File: src/rtl/div_arb_pkg.sv
// Shared types for the divider arbiter: FSM state encoding and response error codes.
package div_arb_pkg;

  typedef enum logic [1:0] {
    IDLE  = 2'd0,
    ISSUE = 2'd1,
    WAIT  = 2'd2,
    RESP  = 2'd3
  } div_arb_state_t;

  localparam logic [1:0] ERR_OK      = 2'b00;
  localparam logic [1:0] ERR_DIV0    = 2'b01;
  localparam logic [1:0] ERR_TIMEOUT = 2'b10;

endpackage

File: src/rtl/rr_arbiter.sv
// Combinational round-robin picker: first set request at or after the pointer, wrapping.
module rr_arbiter #(
  parameter int N_REQ = 4
) (
  input  logic [N_REQ-1:0]         i_req,
  input  logic [$clog2(N_REQ)-1:0] i_ptr,
  output logic [N_REQ-1:0]         o_grant,
  output logic [$clog2(N_REQ)-1:0] o_idx,
  output logic                     o_any
);
  localparam int IW = $clog2(N_REQ);

  logic [IW-1:0] w_pos;
  logic          w_hit;

  // Scan requesters starting at the pointer; the first hit wins
  always_comb begin
    o_grant = '0;
    o_idx   = '0;
    o_any   = 1'b0;
    w_pos   = '0;
    w_hit   = 1'b0;
    for (int k = 0; k < N_REQ; k++) begin
      w_pos          = IW'((int'(i_ptr) + k) % N_REQ);
      w_hit          = i_req[w_pos] & ~o_any;
      o_grant[w_pos] = o_grant[w_pos] | w_hit;
      o_idx          = w_hit ? w_pos : o_idx;
      o_any          = o_any | w_hit;
    end
  end

endmodule

File: src/rtl/div_arbiter.sv
// Shares one restoring divider among N_REQ requesters: round-robin grant, operand
// latch, start/done handshake, divide-by-zero bypass and a WAIT-state watchdog.
module div_arbiter
  import div_arb_pkg::*;
#(
  parameter int N_REQ   = 4,
  parameter int W       = 7,
  parameter int TIMEOUT = 32
) (
  input  logic                       clk,
  input  logic                       rst,
  input  logic [N_REQ-1:0]           req_valid,
  input  logic [N_REQ*W-1:0]         req_a,
  input  logic [N_REQ*W-1:0]         req_b,
  output logic [N_REQ-1:0]           req_ready,
  output logic                       rsp_valid,
  output logic [$clog2(N_REQ)-1:0]   rsp_id,
  output logic [W-1:0]               rsp_q,
  output logic [W-1:0]               rsp_r,
  output logic [1:0]                 rsp_err,
  output logic                       busy,
  output logic                       div_start,
  output logic [W-1:0]               div_a,
  output logic [W-1:0]               div_b,
  input  logic [W-1:0]               div_q,
  input  logic [W-1:0]               div_r,
  input  logic                       div_done
);
  localparam int IW  = $clog2(N_REQ);
  localparam int WDW = $clog2(TIMEOUT + 1);

  div_arb_state_t r_state;
  div_arb_state_t w_next_state;
  logic [IW-1:0]  r_ptr;
  logic [IW-1:0]  r_id;
  logic [WDW-1:0] r_wd;

  logic [N_REQ-1:0] w_grant;
  logic [IW-1:0]    w_idx;
  logic             w_any;
  logic [W-1:0]     w_sel_a;
  logic [W-1:0]     w_sel_b;
  logic             w_take;
  logic             w_issue;
  logic             w_rsp_load;
  logic [IW-1:0]    w_rsp_id;
  logic [W-1:0]     w_rsp_q;
  logic [W-1:0]     w_rsp_r;
  logic [1:0]       w_rsp_err;

  rr_arbiter #(
    .N_REQ (N_REQ)
  ) u_rr (
    .i_req   (req_valid),
    .i_ptr   (r_ptr),
    .o_grant (w_grant),
    .o_idx   (w_idx),
    .o_any   (w_any)
  );

  assign w_sel_a = req_a[int'(w_idx) * W +: W];
  assign w_sel_b = req_b[int'(w_idx) * W +: W];

  // Next-state and response selection
  always_comb begin
    w_next_state = r_state;
    w_take       = 1'b0;
    w_issue      = 1'b0;
    w_rsp_load   = 1'b0;
    w_rsp_id     = r_id;
    w_rsp_q      = '0;
    w_rsp_r      = '0;
    w_rsp_err    = ERR_OK;
    case (r_state)
      IDLE: begin
        if (w_any) begin
          w_take = 1'b1;
          if (w_sel_b == '0) begin
            w_next_state = RESP;
            w_rsp_load   = 1'b1;
            w_rsp_id     = w_idx;
            w_rsp_q      = '1;
            w_rsp_r      = w_sel_a;
            w_rsp_err    = ERR_DIV0;
          end else begin
            w_next_state = ISSUE;
            w_issue      = 1'b1;
          end
        end else begin
          w_next_state = IDLE;
        end
      end
      ISSUE: begin
        w_next_state = WAIT;
      end
      WAIT: begin
        // r_wd == 0 is the first WAIT cycle: a done still high from the last op is not trusted
        if ((r_wd != '0) && div_done) begin
          w_next_state = RESP;
          w_rsp_load   = 1'b1;
          w_rsp_q      = div_q;
          w_rsp_r      = div_r;
          w_rsp_err    = ERR_OK;
        end else if (r_wd == WDW'(TIMEOUT - 1)) begin
          w_next_state = RESP;
          w_rsp_load   = 1'b1;
          w_rsp_err    = ERR_TIMEOUT;
        end else begin
          w_next_state = WAIT;
        end
      end
      RESP: begin
        w_next_state = IDLE;
      end
      default: begin
        w_next_state = IDLE;
      end
    endcase
  end

  // State register
  always_ff @(posedge clk) begin
    if (rst) begin
      r_state <= IDLE;
    end else begin
      r_state <= w_next_state;
    end
  end

  // Pointer, watchdog, operand latch and registered outputs
  always_ff @(posedge clk) begin
    if (rst) begin
      r_ptr     <= '0;
      r_id      <= '0;
      r_wd      <= '0;
      req_ready <= '0;
      rsp_valid <= 1'b0;
      rsp_id    <= '0;
      rsp_q     <= '0;
      rsp_r     <= '0;
      rsp_err   <= ERR_OK;
      busy      <= 1'b0;
      div_start <= 1'b0;
      div_a     <= '0;
      div_b     <= '0;
    end else begin
      req_ready <= w_take ? w_grant : '0;
      div_start <= w_issue;
      rsp_valid <= w_rsp_load;
      busy      <= (w_next_state != IDLE);
      if (w_take) begin
        r_ptr <= (w_idx == IW'(N_REQ - 1)) ? '0 : w_idx + IW'(1);
        r_id  <= w_idx;
      end
      if (w_issue) begin
        div_a <= w_sel_a;
        div_b <= w_sel_b;
      end
      if (r_state == ISSUE) begin
        r_wd <= '0;
      end else if (r_state == WAIT) begin
        r_wd <= r_wd + WDW'(1);
      end
      if (w_rsp_load) begin
        rsp_id  <= w_rsp_id;
        rsp_q   <= w_rsp_q;
        rsp_r   <= w_rsp_r;
        rsp_err <= w_rsp_err;
      end
    end
  end

endmodule

File: config.mk
export PLATFORM = sky130hd
export DESIGN_NAME = div_arbiter
export DESIGN_NICKNAME = d
export VERILOG_FILES = /design/src/rtl/div_arb_pkg.sv /design/src/rtl/rr_arbiter.sv /design/src/rtl/div_arbiter.sv
export SDC_FILE = /design/constraint.sdc
export NUM_CORES = 1
export LEC_CHECK = 0
export CAP_MARGIN = 10
export CORE_UTILIZATION = 49
export CTS_CLUSTER_SIZE = 20
export DETAILED_ROUTE_END_ITERATION = 12
export PLACE_DENSITY = 0.95
export SYNTH_ARGS = -nofsm -noshare
export SYNTH_HDL_FRONTEND = slang
export SYNTH_SLANG_ARGS = --single-unit
File: constraint.sdc
create_clock -name clk -period 5.9 [get_ports clk]
set_input_delay 1.475 -clock clk [delete_from_list [all_inputs] [get_ports clk]]
set_output_delay 1.475 -clock clk [all_outputs]
set_load 0.02 [all_outputs]
; After elaboration in Yosys (flattened, before gate mapping)
; Cells that the tools add are included.
[op_classes]
addsub = 5
multipliers = 1
magnitude_cmp = 8
n_eq_ne = 5
shifts = 2
muxes = 63
bitwise = 15
reduce_logical = 11
[op_table]
columns = operator, n
row1 = two-way mux 7 bit, 6
row2 = indexed part select 28 x 32 -> 7 bit, 1
row3 = one-hot mux 7 bit (2 select lines), 2
row4 = indexed part select 28 x 6 -> 7 bit, 1
row5 = two-way mux 1 bit, 25
row6 = two-way mux 2 bit, 12
row7 = binary-select mux 1 bit (select 2 bit), 8
row8 = bitwise mux 4 bit, 3
row9 = "less-than comparator 2 x 3 -> 1 bit, second input constant", 4
row10 = demux 1 bit (select 2 bit), 4
row11 = "greater-or-equal comparator 2 x 1 -> 1 bit, second input constant", 4
row12 = one-hot mux 2 bit (4 select lines), 1
row13 = logical NOT 7 bit, 1
row14 = OR 1 bit, 7
row15 = "adder 6 x 1 -> 6 bit, second input constant", 1
row16 = "== test 2 bit, second input constant", 3
row17 = "== test 6 x 5 -> 1 bit, second input constant", 1
row18 = nonzero test 6 bit, 1
row19 = logical AND 1 bit, 5
row20 = "multiplier 2 x 3 -> 5 bit, second input constant", 1
row21 = "adder 2 x 1 -> 2 bit, second input constant", 2
row22 = "adder 2 bit, second input constant", 2
row23 = AND 4 bit, 1
row24 = NOT 1 bit, 4
row25 = other kinds (7), 10
[totals]
ff_bits = 51
in_bits = 77
output_inout_bits = 39

; Longest topological paths before layout
[logic_depth]
depth_word = 18
depth_mapped = 14

; Hierarchy
; A second synthesis with hierarchy kept.
[unflattened]
cells_unflattened = 331
hier_area_um2 = 3061.7
[by_module_without_submodules]
columns = mod, n_inst, cells_per_inst, area_each_um2, seq_area_each_um2
row1 = div_arbiter, 1, 244, 2373.5, 1021.0
row2 = rr_arbiter, 1, 87, 688.2, 0.0

; Worst setup path before layout
; Ideal clock, no wire load.
[synth_timing]
kind = input to register
from = in req_valid[1]
to = reg rsp_r[6]
arrival_time_ps = 3928
required_time_ps = 5767
setup_slack_ps = 1839
path_stages = 10
path_cell_list = clkbuf_1 -> a21oi_1 -> o32a_1 -> o22ai_1 -> buf_2 -> mux4_2 -> or4_1 -> buf_6 -> nor4b_2 -> a311oi_1
[synth_via]
elab_chain_cells = 17
[synth_lines]
columns = item, line_no
row1 = from (decl), div_arbiter.sv:12  ; input logic [N_REQ-1:0] req_valid,
row2 = binary-select mux 1 bit (select 2 bit), rr_arbiter.sv:25  ; w_hit = i_req[w_pos] & ~o_any;
row3 = two-way mux 1 bit (not written as such), rr_arbiter.sv:25
row4 = NOT 1 bit, rr_arbiter.sv:25
row5 = AND 1 bit, rr_arbiter.sv:25
row6 = OR 1 bit, rr_arbiter.sv:28  ; o_any = o_any | w_hit;
row7 = NOT 1 bit, rr_arbiter.sv:25
row8 = AND 1 bit, rr_arbiter.sv:25
row9 = OR 1 bit, rr_arbiter.sv:28
row10 = NOT 1 bit, rr_arbiter.sv:25
row11 = AND 1 bit, rr_arbiter.sv:25
row12 = two-way mux 2 bit, rr_arbiter.sv:27  ; o_idx = w_hit ? w_pos : o_idx;
row13 = multiplier 2 x 3 -> 5 bit, "div_arbiter.sv:61, div_arbiter.sv:62"
row14 = indexed part select 28 x 6 -> 7 bit, div_arbiter.sv:62  ; assign w_sel_b = req_b[int'(w_idx) * W +: W];
row15 = logical NOT 7 bit, div_arbiter.sv:78  ; if (w_sel_b == '0) begin
row16 = two-way mux 7 bit or two-way mux 1 bit (tied branches), div_arbiter.sv:78
row17 = two-way mux 7 bit or two-way mux 1 bit (tied branches), div_arbiter.sv:76  ; if (w_any) begin
row18 = one-hot mux 7 bit (2 select lines) or one-hot mux 1 bit (2 select lines) (tied branches), div_arbiter.sv:74  ; case (r_state)
row19 = to (signal assigned), div_arbiter.sv:167  ; rsp_r <= w_rsp_r;
row20 = to (decl), div_arbiter.sv:19  ; output logic [W-1:0] rsp_r,
; Several ways; a longest one is shown, not always the timed one. The select of a mux whose other input is x is not followed.
; A chain may end at the register's enable or synchronous reset.

; Worst setup path after layout
[layout_timing]
from = in req_valid[1]
to = reg rsp_r[2]
; Same word-level chain as after synthesis.

==> flow_metrics.py <==
metrics = {
    "setup_path": {
        "startpoint_type": "input pin",
        "endpoint_kind": "flop",
        "reg2reg_slack_ns": 1.10,
        "path_cells": "clkdlybuf4s50_1 > nor2b_1 > a21oi_1 > o311ai_4 > mux4_1 > or4_1 > nor4b_2 > a311oi_1",
        "slowest_delay_ns": 0.85,
        "timing.rr.end": "rsp_r[2]",
        "crit_path_top_delay_cell": "o311ai_4",
        "cp.required_ns": 6.08,
        "r2r_start": "r_ptr[1]",
        "criticalPathCategory": "in -> reg",
        "ff2ff_path_depth": 9,
        "worstPathMaxFanout": 15,
        "critical_path_arrival_ns": 5.30,
    },
    "sta": {
        "finalClockSkew_ns": 0.01082,
        "fmax_mhz": 195.2,
        "finalSetupViolCount": 0,
        "hold_viol": 0,
        "post-route-period-util": 0.8685,
        "relSlewSlack": 0.3270,
        "slew_violations": 0,
        "tightestPinTransition_ns": 1.007,
        "period_needed_ns": 5.124,
        "rsz0062_at_grt": "no",
        "fin_setup_tns_ns": 0,
    },
    "detailed_routing": {
        "vias": 3148,
        "ant_nets": 0,
        "drtIter0Drc": 264,
        "drt_pass1_iterations": 6,
        "viasPerCell": 5.951,
        "wl_per_cell_um": 16.30,
        "drc": 0,
        "totalWireLength_mm": 8.625,
    },
    "clocking": {
        "cts.sinks": 51,
        "cts_hold_buf": 0,
        "cts_tree": "yes",
        "cts.repair.resized": 0,
        "worstSkewPairLatency_ns": 0.31,
        "cts_buffers": 5,
        "post-cts-setup-buffer-count": 0,
        "cts-root-buf": "clkbuf_8",
        "htree_levels": 2,
        "clockBufferDepth": 2,
        "clkTransAtPathRegs_ns": 0.10,
    },
    "synth": {
        "synth_fp_nets": 443,
        "async_flop_share": 0,
        "synth_flop_cell": "dfxtp_1",
        "ys_ff_latch": 51,
        "synth_area_per_cell_um2": 9.046,
        "ys_warn_count": 0,
        "synth_edf_count": 0,
        "seq_area_frac_synth": 0.3162,
        "synthDistinctLibCells": 55,
        "synthesis.area_um2": 3229,
        "syn-instance-count": 357,
    },
    "pwr": {
        "p_int_uw": 845.5,
        "ir_worst_vdd_uv": 214.7,
        "power.switching_uw": 567.6,
        "pwr-share-seq": 0.305,
        "power.total_mw": 1.413,
        "p_clk_frac": 0.145,
        "p_sw_frac": 0.4017,
        "p_leak_nw": 1.713,
        "pwr-share-comb": 0.550,
        "power_density_nw_per_um2": 317.4,
    },
    "cells_and_area": {
        "areaGrowthSynthToFinish_pct": 37.85,
        "final_cell_mix": "clkdlybuf4s50_1, nand2_1, dfxtp_1",
        "final_common_cell": "clkdlybuf4s50_1",
        "multi_input_area_um2": 2029,
        "n_antenna_cell": 0,
        "drive_above_1_share": 0.07743,
        "nNetsFinal": 537,
        "register_area_um2": 1021,
        "fill_cells": 442,
    },
    "floorplanning": {
        "core_area_um2": 6350,
        "dieArea_um2": 6919,
        "fp.dieW_um": 83.18,
        "num_rows": 29,
        "initial_core_util": 0.5086,
        "die_h_um": 83.18,
        "ioPinCount": 116,
    },
    "global_route": {
        "grt_usage": 0.2446,
        "antenna_found_initial": 0,
        "grt_pass1_vias": 3001,
        "grt-ovfl-total": 0,
        "grt_pass1_wl_mm": 13.78,
        "grt_start_max_net_pins": 30,
    },
    "placement": {
        "port_buffers": 115,
        "gp_congestion": 0.8802,
        "dp_hpwl_mm": 6.564,
    },
    "hold_path": {
        "hold_class": "reg -> reg",
        "holdPathEnd": "div_a[3]",
        "worstHoldStart": "div_a[3]",
        "whs_path_depth": 2,
    },
    "job": {
        "drv_cap": 0,
    },
    "outcome": {
        "outcome": "complete, no violations",
    },
}
## per-stage QoR
stage,hold slack [ns],std cells,setup slack (ns),area (um^2),utilization
after CTS,0.4704,529,0.7967,4452,0.7011
after detailed placement,0.4573,521,0.4661,4358,0.6863
final,0.4649,529,0.7761,4452,0.7011
after global routing,0.4896,529,0.5788,4452,0.7011
after global placement,0.4434,521,0.5835,4358,0.6863
after floorplan,0.4506,357,1.839,3229,-
## metal layers
metal,vias up,global-route usage,wire (um)
li1,1497,-,-
met1,1483,0.2901,3459
met4,0,0.08777,177
met5,-,0,0
met3,21,0.05467,527
met2,147,0.4322,4460
## synth_stat cells, drive strengths merged (3+ instances only)
cell / count / area share
mux2i: 38 / 0.12
a311oi: 11 / 0.030
dfxtp: 51 / 0.32
nand3: 8 / 0.012
a211oi: 4 / 0.0093
inv: 9 / 0.010
buf: 11 / 0.026
nand2: 53 / 0.062
a31oi: 9 / 0.017
ha: 9 / 0.035
and3: 3 / 0.0058
mux4: 11 / 0.081
o21ai: 4 / 0.0062
nor2b: 6 / 0.012
clkbuf: 20 / 0.023
nand4: 3 / 0.0058
a21oi: 16 / 0.025
nor4b: 7 / 0.033
xor2: 4 / 0.011
nor4: 3 / 0.0077
nor3: 7 / 0.011
nor2: 27 / 0.032
a21o: 8 / 0.019
mux2: 4 / 0.014
## area by class of cell
type / instances / share of cell area
clock buffer: 5 / 0.01546
multi-input combinational: 265 / 0.4559
sequential: 51 / 0.2293
clock inverter: 3 / 0.005621
inverter: 10 / 0.008432
timing repair buffer: 118 / 0.2636
tap: 77 / 0.02164
## worst max-delay path: cells and delay by family
family,cells,cell delay (ns)
compound gates,3,1.01
buf+inv,1,0.74
mux,1,0.71
simple gates,3,1.34
## worst max-delay path by stage
stage / end / slack, ns / cells after the start / from
floorplan: rsp_r[6] / 1.84 / 10 / req_valid[1]
global placement: rsp_r[4] / 0.58 / 8 / req_valid[1]
detailed placement: rsp_r[2] / 0.47 / 8 / req_valid[1]
CTS: rsp_r[2] / 0.80 / 8 / req_valid[1]
global route: rsp_r[5] / 0.58 / 8 / req_valid[1]
finish: rsp_r[2] / 0.78 / 8 / req_valid[1]
## kinds of logic (layout without fill, tap and decap cells)
family / count (synthesis) / after routing / synth area share
AOI/OAI and AO/OA: 68 / 68 / 0.1499
xor gates and xnor gates: 5 / 5 / 0.01356
adders and majority gates: 9 / 9 / 0.03487
buffers and inverters: 41 / 136 / 0.06044
DFF: 51 / 51 / 0.3162
muxes: 53 / 53 / 0.2131
and+or+nand+nor: 130 / 130 / 0.2119
## sequential cells by signal, summed over array words and instances, names as in the netlist
signal,count
div_a,7
div_b,7
rsp_q,7
rsp_r,7
r_wd,6
req_ready,4
r_id,2
r_ptr,2
r_state,2
rsp_err,2
rsp_id,2
busy,1
div_start,1
rsp_valid,1
## power groups by stage
stage          combinational (mW)  clock (mW)  sequential [mW]
2_1_floorplan               0.499           0            0.484
3_5_place_dp                0.768           0            0.437
6_report                    0.777       0.205            0.431
5_1_grt                     0.834       0.223            0.437
3_3_place_gp                0.744           0            0.437
4_1_cts                     0.772       0.208            0.431
No activity file was read; power rests on OpenSTA's default activity.
